--- src/rtl/mips_fetch_sequencer.sv ---
// Instruction fetch sequencer: owns the PC, fetches over a req/valid handshake, issues instr/Opcode.
// Optional ILLEGAL_OPCODE_TRAP_EN halts with fetch_err on opcodes outside the supported set.
module mips_fetch_sequencer #(
  parameter logic [31:0] RESET_PC = 32'h0000_0000,
  parameter int          MAX_WAIT = 16
) (
  input  logic        clk,
  input  logic        reset,
  output logic        imem_req,
  output logic [31:0] imem_addr,
  input  logic        imem_valid,
  input  logic [31:0] imem_rdata,
  output logic [31:0] instr,
  output logic [5:0]  Opcode,
  output logic        instr_valid,
  input  logic        stall,
  input  logic        Branch,
  input  logic        Jump,
  input  logic        zero,
  output logic [31:0] pc,
  output logic        fetch_err
);

  typedef enum logic [1:0] {S_REQ, S_WAIT, S_ISSUE, S_HALT} state_t;

  state_t      state, state_n;
  logic [31:0] pc_n, instr_n, pc4, next_pc, br_off;
  logic [7:0]  wait_cnt, wait_cnt_n;
  logic        err_n;

`ifdef ILLEGAL_OPCODE_TRAP_EN
  function automatic logic opcode_legal(input logic [5:0] op);
    case (op)
      6'b000000, 6'b001100, 6'b001101, 6'b001001,
      6'b100011, 6'b101011, 6'b000100, 6'b000010: opcode_legal = 1'b1;
      default:                                    opcode_legal = 1'b0;
    endcase
  endfunction
`endif

  assign Opcode    = instr[31:26];
  assign imem_addr = pc;

  // Jump outranks a taken branch; PC arithmetic wraps silently.
  assign pc4     = pc + 32'd4;
  assign br_off  = {{14{instr[15]}}, instr[15:0], 2'b00};
  assign next_pc = Jump            ? {pc4[31:28], instr[25:0], 2'b00} :
                   (Branch && zero) ? pc4 + br_off : pc4;

  always_comb begin
    state_n    = state;
    pc_n       = pc;
    instr_n    = instr;
    err_n      = fetch_err;
    wait_cnt_n = wait_cnt;
    case (state)
      S_REQ: begin
        wait_cnt_n = 8'd0;
        state_n    = S_WAIT;
      end
      S_WAIT: begin
        if (imem_valid) begin
          instr_n    = imem_rdata;
          wait_cnt_n = 8'd0;
`ifdef ILLEGAL_OPCODE_TRAP_EN
          if (!opcode_legal(imem_rdata[31:26])) begin
            err_n   = 1'b1;
            state_n = S_HALT;
          end else begin
            state_n = S_ISSUE;
          end
`else
          state_n = S_ISSUE;
`endif
        end else if (wait_cnt == 8'(MAX_WAIT - 1)) begin
          err_n   = 1'b1;
          state_n = S_HALT;
        end else begin
          wait_cnt_n = wait_cnt + 8'd1;
        end
      end
      S_ISSUE: begin
        if (!stall) begin
          pc_n    = next_pc;
          state_n = S_REQ;
        end
      end
      default: state_n = S_HALT;
    endcase
  end

  // imem_req and instr_valid are registered copies of the state being entered.
  always_ff @(posedge clk) begin
    if (reset) begin
      state       <= S_REQ;
      pc          <= RESET_PC;
      instr       <= 32'd0;
      instr_valid <= 1'b0;
      fetch_err   <= 1'b0;
      wait_cnt    <= 8'd0;
      imem_req    <= 1'b0;
    end else begin
      state       <= state_n;
      pc          <= pc_n;
      instr       <= instr_n;
      fetch_err   <= err_n;
      wait_cnt    <= wait_cnt_n;
      imem_req    <= (state_n == S_WAIT);
      instr_valid <= (state_n == S_ISSUE);
    end
  end

endmodule
--- config.mk ---
export PLATFORM = sky130hd
export DESIGN_NAME = mips_fetch_sequencer
export DESIGN_NICKNAME = d
export VERILOG_FILES = /design/src/rtl/mips_fetch_sequencer.sv
export SDC_FILE = /design/constraint.sdc
export NUM_CORES = 1
export LEC_CHECK = 0
export BUFFER_PORTS_ARGS = -buffer_cell sky130_fd_sc_hd__buf_2
export CAP_MARGIN = 25
export CORE_UTILIZATION = 55
export CTS_CLUSTER_DIAMETER = 80
export CTS_CLUSTER_SIZE = 12
export DETAILED_ROUTE_END_ITERATION = 10
export MAX_ROUTING_LAYER = met4
export PLACE_DENSITY = 0.84
export SLEW_MARGIN = 20
export SYNTH_ARGS = -nofsm -noshare
export SYNTH_HDL_FRONTEND = slang
export SYNTH_SLANG_ARGS = --single-unit
--- constraint.sdc ---
create_clock -name clk -period 7.6 [get_ports clk]
set_clock_uncertainty 0.2 [all_clocks]
set_input_delay 2.28 -clock clk [delete_from_list [all_inputs] [get_ports clk]]
set_output_delay 2.28 -clock clk [all_outputs]
set_load 0.01 [all_outputs]
==> qor.csv <==
stage,metric,value,unit
run_status,outcome,finished clean,
cells_and_area,layout.cells.non_filler,998,
power,comb_power_share,0.154,
worst_setup_path,slowest_stage,dfxtp_1,
power,power_frac_clock,0.380,
min_path,hold_path_class,reg2reg,
global_routing,grt.total_usage,0.304,
min_path,min_from,instr[27],
cells_and_area,drive_gt1_frac,0.203,
synth,synth_top_area_frac,0.260,
worst_setup_path,cp_cell_sequence,and4_1 > and3_1 > nand4_1 > nor2_1 > nand2_1 > xnor2_1 > ha_1 > a21oi_1 > o21ai_0 > a21o_1 > a21o_1 > a21o_1 > a21o_1 > nand4_1 > o311ai_0 > a31oi_1,
synth,ys_seq_elements,75,
synth,netlist_top_cells_area,"dfxtp_1 (26%), nand2_1 (8.5%), ha_1 (8.2%)",
synth,ys_warn_count,0,
drt,routed_via_density,5.91,
synth,syn_avg_cell_area,7.48,sq um
global_routing,grt_pass1_vias,5323,
worst_setup_path,crit_top_cell,a21o_1,
synth,synth_top_area_cell,dfxtp_1,
cells_and_area,postLayoutCellArea,6500,sq um
synth,synth_edf_count,0,
worst_setup_path,critPathArrivalTime,4.48,ns
timing,rsz0062_at_grt,false,
timing,relSlewSlack,0.431,
clocking,cts_root_buffer,clkbuf_8,
power,p_int,644,uW
job,maxCapViolations,0,
worst_setup_path,cp-start-kind,flop,
worst_setup_path,ff2ff_setup_slack,3.21,ns
min_path,whs_endpoint,instr[27],
timing,period_needed,4.39,ns
synth,seq_area_frac_synth,0.260,
clocking,clock_latency,0.36,ns
place,dp_hpwl,11600,um
floorplanning,die-area,10900,sq um
drt,antenna_left,0,
worst_setup_path,worst_setup_path_end_kind,flop,
floorplanning,die_x,104,um
cells_and_area,nets,935,
power,total_power,907,uW
clocking,cts_buffers,9,
global_routing,grt_max_degree,38,
global_routing,grt_pass1_wl,26200,um
clocking,cts.sinks,75,
synth,yosysMostFrequentCell,nand2_1,
drt,drc,0,
cells_and_area,final_util,0.635,
worst_setup_path,r2r-end,imem_addr[28],
timing,setup_viol,0,
place,dpl-instance-area,6260,sq um
global_routing,antenna_found_initial,0,
place,gp_congestion,0.967,
clocking,htree_levels,3,
floorplanning,die_h,104,um
timing,tns,0,ns
worst_setup_path,max_stage_delay,0.44,ns
synth,yosysUniqueCellTypes,61,
clocking,clk_pin_slew,0.09,ns
cells_and_area,multi_input_area,3810,sq um
synth,netlist_instances,771,
power,leakagePower,0.00310,uW
timing,tightest_slew,0.852,ns
timing,finalMaxSlewViolations,0,
clocking,clock_path_buffers,2,
cells_and_area,fillers,933,
drt,wl,16000,um
drt,vias,5896,
worst_setup_path,setup.worst_path.class,reg2reg,
timing,hold_violations,0,
power,switchingPower,264,uW
worst_setup_path,reg2reg_depth,16,
power,p_per_area,140,nW/um^2
drt,wire_per_inst,16.1,um
floorplanning,num_rows,37,
clocking,post_cts_resized,0,
worst_setup_path,r2r_start,imem_addr[4],
worst_setup_path,critPathMaxFanout,7,
power,ir_drop,96.4,uV
clocking,cts-hold-fix-buffers,0,
clocking,cts_tree,built,
synth,synth-main-ff-cell,dfxtp_1,
place,portBuffers,139,
worst_setup_path,required,7.69,ns
timing,period_share,0.577,
synth,ys_async_sr_fraction,0,
synth,netlist_area,5770,sq um
timing,fmax,0.228,GHz
global_routing,grt_overflow,0,
synth,synth_top_cells_by_count,"nand2_1 (131), a21oi_1 (79), dfxtp_1 (75), nor2_1 (65), buf_4 (40)",
cells_and_area,antennaDiodeCount,0,
power,sequentialPowerShare,0.465,
drt,drt_iter0_markers,520,
place,placedCellCount,981,
drt,drt_pass1_iterations,5,
min_path,hold_depth,2,
power,p_sw_frac,0.291,
floorplanning,initial_utilization,0.564,
cells_and_area,syn_to_final_growth,12.6,%
floorplanning,ios,144,
cells_and_area,seq_area,1500,sq um
floorplanning,core_area,10200,sq um
clocking,cts_setup_buffers,0,
[cell usage in the layout (no fill, tap or decap), types with 20 or more instances in the layout]
cell type	Yosys	routed
buf_2	1	139
nand2_1	131	131
a21oi_1	79	79
dfxtp_1	75	75
nor2_1	65	65
ha_1	38	38
o21ai_0	35	35
xnor2_1	30	30
a21o_1	23	23
nand3_1	21	21
xor2_1	20	20
[sequential cells by signal, summed over array words and instances (netlist names)]
signal       count
instr           32
instr_valid      1
state            2
imem_req         1
wait_cnt         8
fetch_err        1
imem_addr       30
[logic make-up (layout without fill, tap and decap cells)]
| kind of cell | Yosys count | count (layout) | synth area share |
|---|---|---|---|
| xor gates and xnor gates | 50 | 50 | 0.0759 |
| DFF | 75 | 75 | 0.260 |
| muxes | 10 | 10 | 0.0180 |
| AOI/OAI and AO/OA | 219 | 219 | 0.250 |
| buffers and inverters | 85 | 173 | 0.0815 |
| and+or+nand+nor | 292 | 292 | 0.228 |
| other | 1 | 4 | 0.000650 |
| adders and majority gates | 39 | 39 | 0.0859 |
[worst max path at each step]
stage,from,to,slack (ns),cells past startpoint
5_1_grt,imem_addr[4],imem_addr[28],2.96,16
4_1_cts,imem_addr[4],imem_addr[31],3.30,15
6_report,imem_addr[4],imem_addr[28],3.21,16
3_5_place_dp,Jump,imem_addr[31],3.06,8
2_1_floorplan,Branch,imem_addr[31],3.54,7
3_3_place_gp,Jump,imem_addr[31],3.13,8
[routing by layer]
metal	vias to the layer above	global-route usage	wire [um]
li1	2861	-	-
met1	2712	0.397	7050
met2	285	0.475	7380
met3	38	0.0388	1240
met4	0	0.121	367
met5	-	-	0
[layout make-up]
cell class	count	area share
tap	136	0.0262
multi-input combinational	614	0.586
clock inverter	6	0.0139
inverter	11	0.00636
clock buffer	10	0.0196
timing repair buffer	146	0.116
sequential	75	0.231
[power groups by stage]
stage / Clock (uW) / Sequential, uW / Combinational, uW
2_1_floorplan: 0 / 433 / 90.6
3_3_place_gp: 0 / 432 / 133
3_5_place_dp: 0 / 432 / 135
4_1_cts: 346 / 423 / 136
5_1_grt: 366 / 424 / 155
6_report: 345 / 422 / 140
[worst max-delay path, delay by kind of cell, from the launching register on]
kind                     cells  cell delay (ns)
AO/OA/AOI/OAI                8             1.60
XOR/XNOR                     1             0.39
adder cells (fa/ha/maj)      1             0.34
flip-flops                   1             0.44
AND/OR/NAND/NOR              6             1.35
[metrics by stage]
step           hold WS, ns  worst slack [ns]
2_1_floorplan        0.253              3.54
3_3_place_gp         0.252              3.13
3_5_place_dp         0.260              3.06
4_1_cts              0.271              3.30
5_1_grt              0.296              2.96
6_report             0.268              3.21
(Power assumes the default switching activity.)
